File: src/rtl/lru_stamp_table.sv
// Exact-LRU recency tracker for one cache set: one stamp per way (0 = least recent,
// WAYS-1 = most recent), updated by touch/alloc/inval/flush, with a registered alloc victim.

module lru_min_finder #(
  parameter int N = 4,
  parameter int W = 2
) (
  input  logic [N*W-1:0] values,
  input  logic [N*W-1:0] indices,
  output logic [W-1:0]   min_index
);

  logic [W-1:0] min_value;

  // Stamps are a permutation, so a strict less-than scan never meets a tie.
  always_comb begin
    min_value = values[W-1:0];
    min_index = indices[W-1:0];
    for (int i = 1; i < N; i++) begin
      if (values[i*W +: W] < min_value) begin
        min_value = values[i*W +: W];
        min_index = indices[i*W +: W];
      end
    end
  end

endmodule

module lru_stamp_table #(
  parameter int WAYS        = 4,
  parameter int STAMP_WIDTH = $clog2(WAYS)
) (
  input  logic                        i_clk,
  input  logic                        i_reset_n,
  input  logic                        i_touch,
  input  logic [STAMP_WIDTH-1:0]      i_touch_way,
  input  logic                        i_alloc,
  input  logic                        i_inval,
  input  logic [STAMP_WIDTH-1:0]      i_inval_way,
  input  logic                        i_flush,
  output logic                        o_victim_valid,
  output logic [STAMP_WIDTH-1:0]      o_victim_way,
  output logic [STAMP_WIDTH-1:0]      o_lru_way,
  output logic [WAYS*STAMP_WIDTH-1:0] o_stamps
);

  localparam logic [STAMP_WIDTH-1:0] MAX_STAMP = STAMP_WIDTH'(WAYS - 1);

  logic [STAMP_WIDTH-1:0]      stamp_q [WAYS];
  logic [STAMP_WIDTH-1:0]      stamp_d [WAYS];
  logic [WAYS*STAMP_WIDTH-1:0] stamps_flat;
  logic [WAYS*STAMP_WIDTH-1:0] index_flat;
  logic [STAMP_WIDTH-1:0]      event_way;
  logic [STAMP_WIDTH-1:0]      old_stamp;
  logic                        promote;

  for (genvar g = 0; g < WAYS; g++) begin : g_flatten
    assign stamps_flat[g*STAMP_WIDTH +: STAMP_WIDTH] = stamp_q[g];
    assign index_flat[g*STAMP_WIDTH +: STAMP_WIDTH]  = STAMP_WIDTH'(g);
  end

  assign o_stamps = stamps_flat;

  lru_min_finder #(
    .N (WAYS),
    .W (STAMP_WIDTH)
  ) u_min_finder (
    .values    (stamps_flat),
    .indices   (index_flat),
    .min_index (o_lru_way)
  );

  // Alloc and touch share the promote rule; inval uses the mirror-image demote rule.
  always_comb begin
    stamp_d   = stamp_q;
    event_way = i_touch_way;
    if (i_alloc) begin
      event_way = o_lru_way;
    end else if (i_inval) begin
      event_way = i_inval_way;
    end
    old_stamp = stamp_q[event_way];
    promote   = i_alloc || (!i_inval && i_touch);
    for (int i = 0; i < WAYS; i++) begin
      if (i_flush) begin
        stamp_d[i] = STAMP_WIDTH'(i);
      end else if (promote) begin
        if (event_way == STAMP_WIDTH'(i)) begin
          stamp_d[i] = MAX_STAMP;
        end else if (stamp_q[i] > old_stamp) begin
          stamp_d[i] = stamp_q[i] - 1'b1;
        end
      end else if (i_inval) begin
        if (event_way == STAMP_WIDTH'(i)) begin
          stamp_d[i] = '0;
        end else if (stamp_q[i] < old_stamp) begin
          stamp_d[i] = stamp_q[i] + 1'b1;
        end
      end
    end
  end

  always_ff @(posedge i_clk or negedge i_reset_n) begin
    if (!i_reset_n) begin
      for (int i = 0; i < WAYS; i++) begin
        stamp_q[i] <= STAMP_WIDTH'(i);
      end
      o_victim_valid <= 1'b0;
      o_victim_way   <= '0;
    end else begin
      stamp_q        <= stamp_d;
      o_victim_valid <= i_alloc && !i_flush;
      if (i_flush) begin
        o_victim_way <= '0;
      end else if (i_alloc) begin
        o_victim_way <= o_lru_way;
      end
    end
  end

endmodule

File: config.mk
export PLATFORM = sky130hd
export DESIGN_NAME = lru_stamp_table
export DESIGN_NICKNAME = d
export VERILOG_FILES = /design/src/rtl/lru_stamp_table.sv
export SDC_FILE = /design/constraint.sdc
export NUM_CORES = 1
export LEC_CHECK = 0
export ABC_AREA = 1
export CELL_PAD_IN_SITES_DETAIL_PLACEMENT = 0
export CELL_PAD_IN_SITES_GLOBAL_PLACEMENT = 2
export CORE_MARGIN = 5
export CORE_UTILIZATION = 26
export CTS_BUF_LIST = sky130_fd_sc_hd__clkbuf_8
export DETAILED_ROUTE_END_ITERATION = 10
export PLACE_DENSITY_LB_ADDON = 0.1
export REMOVE_ABC_BUFFERS = 1
export SYNTH_ARGS = -nofsm -noshare
export SYNTH_HDL_FRONTEND = slang
export SYNTH_SLANG_ARGS = --single-unit
File: constraint.sdc
create_clock -name i_clk -period 3 [get_ports i_clk]
set_clock_uncertainty 0.05 [all_clocks]
set_input_delay 0.3 -clock i_clk [delete_from_list [all_inputs] [get_ports i_clk]]
set_output_delay 0.3 -clock i_clk [all_outputs]
set_load 0.005 [all_outputs]
==> results.toml, run 1 <==
[sta]
fmax_mhz = 346.3
period_minus_slack_ps = 2888
tightest_slew_ps = 655.9
rsz0062_at_grt = "yes"
fin_crit_sh = 0.9627
slew-limit-headroom = 0.5614
hold_viol = 0
report.final.slew_viol_count = 0
whs_ps = 403.0
setup_violations = 0

[global_routing]
grt_pass1_vias = 1500
met1_usage = 0.1999
grt-ovfl-total = 0
antenna_found_initial = 0
grt_usage = 0.1511
grt_pass1_wl_um = 7603
grt_util_met2 = 0.2601
grt.busiest_layer = "met2"
use_met3 = 0.01864
grt_max_degree = 13

[synth]
synth_top_cell_by_area = "nand2_1"
synth_area_um2 = 1339
ys_seq_area_frac = 0.2093
synth_cell_types = 23
yosysWarnings = 0
synth_cells = 210
synth-seq-cells = 11
yosysTopAreaCellShare = 0.1430
synthTopCellsByArea = "nand2_1 14%, dfrtp_1 13%, nand3_1 10%"
avgSynthCellArea_um2 = 6.375

[floorplan]
rows = 26
die_w_um = 81.76
die-area_um2 = 6684
start_util = 0.2655
design.core.area_um2 = 5042
boundaryPins = 23
die_h_um = 81.76

[layout]
fin_cells = 334
fillerInstances = 547
area_delta_synth_final_pct = 54.30
final_common_cell = "nand2_1"
drive_gt1_frac = 0.3712
fin_util = 0.4097
final_cell_mix = "48 x nand2_1, 28 x buf_4, 27 x inv_1"
nets = 284
diodes = 0

[power_and_ir_drop]
switching_share = 0.4957
fin_total_pwr_mw = 2.506
p_leak_nw = 1.052
power.switching_mw = 1.242
pwr-share-clk = 0.065
powerDensity_nw_per_um2 = 1213
internal_power_mw = 1.264
seqPwrFrac = 0.122
comb_power_share = 0.813
max-vdd-ir-drop_mv = 0.3742

[critical_path]
crit_path_start = "o_stamps[1]"
crit_type = "register to register"
slowest_stage = "dfrtp_1"
arrival_ps = 2980
crit_chain = "buf_6 > ha_4 > ha_4 > inv_2 > nand2_2 > nand3_1 > nand3_2 > nand2_2 > nand2_4 > nand3_4 > nand2_4 > buf_4 > nand2_2 > o221ai_2 > inv_2 > ha_4 > inv_2 > nand3_2 > nand2_2 > nand3_2 > nand2_1 > nand2_1"
required_ps = 3090
timing.rr.start = "o_stamps[1]"
cp_common_cell = "nand2_2"
rr_worst_depth = 22
slowest_delay_ps = 410
timing.rr.end = "o_stamps[4]"
cp-end-kind = "register"
ff2ff_setup_slack_ps = 110
crit_fanout = 5
start_kind = "register"
cp-endpoint = "o_stamps[4]"

[route]
drtIter0Drc = 67
post_drt_wl_per_cell_um = 13.99
drc = 0
routed_wirelength_um = 4671
via_count = 1524
ant_nets = 0
avgViaCountPerCell = 4.563
firstDrtPassIters = 4

[clocking]
cts_tree = "done"
cts_max_level = 1
path_clk_slew_ps = 70
clk_latency_ps = 250
numCtsBuffers = 3
root_buffer = "clkbuf_8"
clk_path_buf_depth = 2
clock_sinks = 11

[outcome]
status = "finished clean"

[run]
drv_cap = 0

[placed_design]
dp_cells = 322
dpl.hpwl_um = 3631
gp_congestion = 0.9114
io_buffers = 22

[min_path]
hp-class = "primary input to asynchronous set/reset pin"
layer usage:
layer | vias to the layer above | part of all wire
li1 | 784 | -
met1 | 715 | 0.47
met2 | 23 | 0.49
met3 | 2 | 0.031
met4 | 0 | 0.0043
met5 | - | 0
sequential cells by signal, summed over array words and instances (netlist names):
register and flops:
o_stamps 8, o_victim_valid 1, o_victim_way 2
timing repair:
| item | 4_1_cts | 5_1_grt |
|---|---|---|
| gates resized for setup | 12 | 22 |
| hold endpoints to repair | 0 | 0 |
| pin swaps | 9 | 22 |
| hold buffers | 0 | 0 |
| buffers inserted | 3 | 5 |
| endpoints found under the setup margin | 8 | 8 |
worst max-delay path: cells and delay by family (launching register included):
family	cells	cell delay [ps]
flops	1	410
simple gates	13	1000
buf+inv	5	460
compound gates	1	190
fa+ha+maj	3	670
Yosys cell counts:
master and number:
xor2_1 3, dfstp_2 4, nand4_1 8, o221ai_1 1, o21ai_1 1, dfrtp_1 7, nand2_4 3, nor2_1 17
nand3_1 27, nor2_2 1, o21ai_0 6, o211ai_1 2, inv_1 34, nand3_2 9, nand2_1 51, nor2_4 1
clkbuf_1 1, a22oi_1 1, ha_1 9, a21oi_1 5, nand2_2 12, nand3_4 1, inv_2 6
through the flow:
| step | TNS [ps] | worst slack, ps | area [µm²] |
|---|---|---|---|
| 5_1_grt | -235.4 | -61.46 | 2066 |
| 3_3_place_gp | -18.41 | -16.07 | 1800 |
| 3_5_place_dp | -459.0 | -92.64 | 1800 |
| 6_report | 0 | 112.0 | 2066 |
| 2_1_floorplan | -32.25 | -8.850 | 1335 |
| 4_1_cts | 0 | 2.386 | 1929 |
layout make-up:
type	instances	area, µm²	area share
Multi-Input combinational cell	158	1057	0.5118
Clock buffer	3	41.29	0.01999
Tap cell	70	87.58	0.04240
Inverter	40	152.6	0.07389
Timing Repair Buffer	51	441.7	0.2138
Clock inverter	1	3.754	0.001817
Sequential cell	11	281.5	0.1363
kinds of logic after synthesis:
logic type | share of synthesized area
fa+ha+maj | 0.08411
xor+xnor | 0.01963
buf+inv | 0.1149
simple gates | 0.5037
flops | 0.2093
compound gates | 0.06822
power groups by stage:
stage	clock, mW	sequential, mW	combinational [mW]
2_1_floorplan	0	0.313	0.996
3_3_place_gp	0	0.293	1.65
3_5_place_dp	0	0.298	1.65
4_1_cts	0.166	0.308	1.76
5_1_grt	0.174	0.319	2.27
6_report	0.163	0.307	2.04
worst min-delay path by stage:
stage,startpoint,end,cells after the start
finish,i_reset_n,o_stamps[4],1
global route,i_reset_n,o_stamps[4],1
detailed placement,o_stamps[6],o_stamps[6],2
CTS,i_reset_n,o_stamps[4],1
floorplan,i_reset_n,o_stamps[0],0
global placement,o_stamps[6],o_stamps[6],2
(Power assumes the default switching activity.)
==> inputs of run 2 (changes only) <==
- CORE_MARGIN: 5 -> not set
- CTS_CLUSTER_SIZE: not set -> 30
- HOLD_SLACK_MARGIN: not set -> 0.03
==> results.toml, run 2 (synthesis gave the netlist of run 1 again) <==
[outcome]
status = "finished clean"

[placed_design]
dp_slack_ps = -115.9
dpl.hpwl_um = 3476
place_area_um2 = 1804
dp_cells = 320
io_buffers = 22
gp_congestion = 0.8308

[sta]
rsz0062_at_grt = "yes"
hold_viol = 0
setup_violations = 0
tightest_slew_ps = 599.1
fin_ws_ps = 96.57
report.final.slew_viol_count = 0
fmax_mhz = 344.4
period_minus_slack_ps = 2903
fin_crit_sh = 0.9678
slew-limit-headroom = 0.5993

[layout]
diodes = 0
drive_gt1_frac = 0.3483
largest_reg_flops = 8
fin_util = 0.4230
final_cell_mix = "46 x nand2_1, 31 x inv_1, 29 x buf_4"
fin_cells = 334
area_delta_synth_final_pct = 53.18
nets = 287
final_common_cell = "nand2_1"
fin_area_um2 = 2051

[clocking]
path_clk_slew_ps = 50
numCtsBuffers = 3
clk_path_buf_depth = 2
clk_latency_ps = 250
root_buffer = "clkbuf_8"
ctsHoldBuffers = 0
cts_max_level = 1
cts_tree = "done"
clock_sinks = 11

[route]
firstDrtPassIters = 4
post_drt_wl_per_cell_um = 13.40
ant_nets = 0
drtIter0Drc = 67
drc = 0
avgViaCountPerCell = 4.563
via_count = 1524
routed_wirelength_um = 4475

[floorplan]
die_w_um = 73.76
design.core.area_um2 = 4848
rows = 25
start_util = 0.2761
die_h_um = 73.76
die-area_um2 = 5440
boundaryPins = 23

[min_path]
hp-class = "primary input to asynchronous set/reset pin"

[critical_path]
cp_num_buf_inv = 5
start_kind = "register"
required_ps = 3080
slowest_stage = "dfrtp_2"
crit_type = "register to register"
worst_path_dominant_cell_family = "simple AND/OR/NAND/NOR gates"
cp-end-kind = "register"
crit_fanout = 5
slowest_delay_ps = 430
cp_common_cell = "nand2_2"
arrival_ps = 2980
ff2ff_setup_slack_ps = 100
crit_chain = "buf_6 > ha_4 > ha_4 > inv_2 > nand2_2 > nand2_2 > nand2_2 > nand3_2 > nand2_2 > nand2_4 > nand3_4 > nand2_8 > buf_6 > nand2_2 > o221ai_2 > inv_2 > ha_1 > inv_1 > nand3_2 > nand2_2 > nand3_2 > nand2_2 > nand2_2"

[power_and_ir_drop]
powerDensity_nw_per_um2 = 1176
p_leak_nw = 1.070
fin_total_pwr_mw = 2.412
max-vdd-ir-drop_mv = 0.4865

[run]
drv_cap = 0

[global_routing]
grt_pass1_vias = 1503
grt_max_degree = 13
grt_usage = 0.1828
antenna_found_initial = 0
grt_pass1_wl_um = 7293
grt-ovfl-total = 0
[run 2: cell count changes in the layout (fill, tap and decap cells not counted), sizes merged]
cell	previous run	this run
buf	29	32
[run 2: layer usage]
layer,vias up,track usage,wire [µm]
met3,10,0.03704,122
li1,788,-,-
met2,24,0.3160,2138
met1,702,0.2259,2121
met4,0,0.05769,92
met5,-,0,0
[run 2: path summary, 6_finish.rpt]
| kind | cells past startpoint | endpoint | startpoint |
|---|---|---|---|
| setup / recovery | 23 | o_stamps[3] | o_stamps[3] |
| hold / removal | 1 | o_stamps[4] | i_reset_n |
| setup reg to reg | 23 | o_stamps[3] | o_stamps[3] |
| hold reg to reg | 2 | o_stamps[6] | o_stamps[6] |
| max in group asynchronous | 1 | o_stamps[3] | i_reset_n |
| min in group i_clk | 2 | o_stamps[6] | o_stamps[6] |
[run 2: stage by stage]
step	TNS, ps	hold WS (ps)
global route	-596.1	424.5
finish	0	377.7
global placement	-94.68	444.0
floorplan	-32.25	-45.59
CTS	0	397.2
detailed placement	-413.0	447.6
[run 2: timing repair]
action / 4_1_cts / 5_1_grt
endpoints found under the setup margin: 8 / 8
hold endpoints to repair: 0 / 0
pin swaps: 15 / 9
setup buffers: 8 / 2
resized for setup: 19 / 11
[run 2: cell type report]
class / count / area (µm²)
clock buffer: 3 / 41.29
clock inverter: 1 / 3.754
fill: 517 / 2798
inverter: 40 / 152.6
multi-input combinational: 158 / 1016
sequential: 11 / 281.5
tap: 67 / 83.83
timing repair buffer: 54 / 471.7
[run 2: power breakdown]
part	internal (mW)	switching (mW)	total, mW
Sequential	0.231	0.0648	0.296
Clock	0.0907	0.0662	0.157
Combinational	0.914	1.04	1.96
==> inputs of run 3 (changes only) <==
- CORE_UTILIZATION: 26 -> 29
- RECOVER_POWER: not set -> 25
- SYNTH_HIERARCHICAL: not set -> 1
- clock period: 3 -> 3.3 ns (I/O delays scaled with it)
==> results.toml, run 3 <==
[global_routing]
met1_usage = 0.2304
grt_max_degree = 13
grt_pass1_vias = 1462
grt_pass1_wl_um = 6955
grt_usage = 0.1773
use_met3 = 0.02917
grt_util_met2 = 0.3105
grt-ovfl-total = 0
antenna_found_initial = 0
grt.busiest_layer = "met2"

[clocking]
clk_path_buf_depth = 2
clk_latency_ps = 250
numCtsBuffers = 3
ctsHoldBuffers = 0
clock_sinks = 11
root_buffer = "clkbuf_8"
cts_max_level = 1
path_clk_slew_ps = 60
cts_tree = "done"

[synth]
synth_edf_count = 0
async_reset_ff_frac = 1.000
synth_top_cell_by_area = "nand2_1"
synth-seq-cells = 11
synth_cell_types = 27
avgSynthCellArea_um2 = 6.154
yosysTopAreaCellShare = 0.1604
synthTopCellsByArea = "nand2_1 16%, dfrtp_1 12%, nand3_1 11%"
synth_cells = 232
ys_seq_area_frac = 0.1963
yosys.cell_count.top_type = "nand2_1"
synth_common_cells = "61 x nand2_1, 33 x inv_1, 30 x nand3_1, 21 x nor2_1, 15 x nand2_2"
yosysWarnings = 6
synth_flop_cell = "dfrtp_1"
synth_area_um2 = 1428

[sta]
whs_ps = 482.0
report.final.slew_viol_count = 0
finalSetupTns_ps = 0
setup_violations = 0
rsz0062_at_grt = "yes"
tightest_slew_ps = 639.1
fin_ws_ps = 183.3
fin_crit_sh = 0.9445
fmax_mhz = 320.9
slew-limit-headroom = 0.5725
period_minus_slack_ps = 3117
hold_viol = 0

[floorplan]
die-area_um2 = 5207
die_w_um = 72.16
design.core.area_um2 = 4723
start_util = 0.3023
boundaryPins = 23
rows = 25
die_h_um = 72.16

[critical_path]
required_ps = 3390
start_kind = "register"
cp_num_buf_inv = 3
slowest_stage = "dfrtp_2"
cp-end-kind = "register"
cp_common_cell = "nand2_2"
crit_type = "register to register"
slowest_delay_ps = 440
crit_fanout = 5
worst_path_dominant_cell_family = "simple AND/OR/NAND/NOR gates"
arrival_ps = 3200

[layout]
fillerInstances = 511
diodes = 0
final_cell_mix = "57 x nand2_1, 28 x inv_1, 26 x nand3_1"
largest_reg_flops = 8
nets = 308
fin_cells = 355
drive_gt1_frac = 0.3090
final_common_cell = "nand2_1"
area_delta_synth_final_pct = 47.76

[route]
routed_wirelength_um = 4442
drtIter0Drc = 44
ant_nets = 0
drc = 0
firstDrtPassIters = 4
post_drt_wl_per_cell_um = 12.51
via_count = 1606
avgViaCountPerCell = 4.524

[min_path]
hp-class = "register to register"

[placed_design]
dp_slack_ps = -6.159
dpl.hpwl_um = 3415
dp_cells = 342
gp_congestion = 0.8023
io_buffers = 22

[power_and_ir_drop]
seqPwrFrac = 0.119
pwr-share-clk = 0.064
switching_share = 0.4974
p_leak_nw = 1.117
power.switching_mw = 1.148
powerDensity_nw_per_um2 = 1094
comb_power_share = 0.818
max-vdd-ir-drop_mv = 0.3954
internal_power_mw = 1.160

[outcome]
status = "finished clean"

[run]
drv_cap = 0
run 3: tightest hold or removal path, cell delays in order, from the launching register on:
cell     delay, ps
dfrtp_1        350
nand3_1         70
o21ai_0         70
run 3: layer usage:
layer	vias up	routed length, µm
li1	848	-
met3	4	114
met1	735	2094
met5	-	0
met4	0	23
met2	19	2208
run 3: power groups by stage:
stage                     Combinational, mW  Clock [mW]  Sequential [mW]
after detailed placement               1.59           0            0.271
after floorplan                        1.01           0            0.296
final                                  1.89       0.147            0.274
after global routing                   2.12       0.161            0.282
after global placement                 1.60           0            0.270
after CTS                              1.61       0.152            0.269
run 3: cells by family (layout without fill, tap and decap cells):
kind of cell	count (synthesis)	in the layout	share of synthesized area
AO/OA/AOI/OAI	17	17	0.07625
other	2	8	0.005261
buffers and inverters	44	94	0.1262
AND/OR/NAND/NOR	147	147	0.5048
adder cells (fa/ha/maj)	9	9	0.07888
XOR/XNOR	2	2	0.01227
flip-flops	11	11	0.1963
run 3: cell type report:
class | instances | area [µm²] | area share
timing repair buffer | 47 | 411.6 | 0.1951
tap | 67 | 83.83 | 0.03974
clock inverter | 1 | 5.005 | 0.002372
sequential | 11 | 281.5 | 0.1335
multi-input combinational | 183 | 1109 | 0.5255
clock buffer | 3 | 41.29 | 0.01957
inverter | 43 | 177.7 | 0.08422
run 3: path summary, 6_finish.rpt:
kind	startpoint	cells after the start	end	slack, ps
max	o_stamps[3]	26	o_stamps[1]	180
min	o_victim_way[0]	2	o_victim_way[0]	480
max reg2reg	o_stamps[3]	26	o_stamps[1]	180
min reg2reg	o_victim_way[0]	2	o_victim_way[0]	480
max in group asynchronous	i_reset_n	1	o_stamps[3]	2260
min in group asynchronous	i_reset_n	1	o_stamps[1]	490
run 3: metrics by stage:
step / util / cell area [µm²] / total power [mW]
2_1_floorplan: - / 1445 / 1.301
3_3_place_gp: 0.3958 / 1869 / 1.868
3_5_place_dp: 0.3958 / 1869 / 1.861
4_1_cts: 0.4072 / 1923 / 2.029
5_1_grt: 0.4466 / 2110 / 2.562
6_report: 0.4466 / 2110 / 2.309
run 3: repair_timing:
item	4_1_cts	5_1_grt
pin swaps	1	19
hold endpoints to repair	0	0
endpoints found under the setup margin	3	8
resized for setup	0	30
buffers inserted	1	9
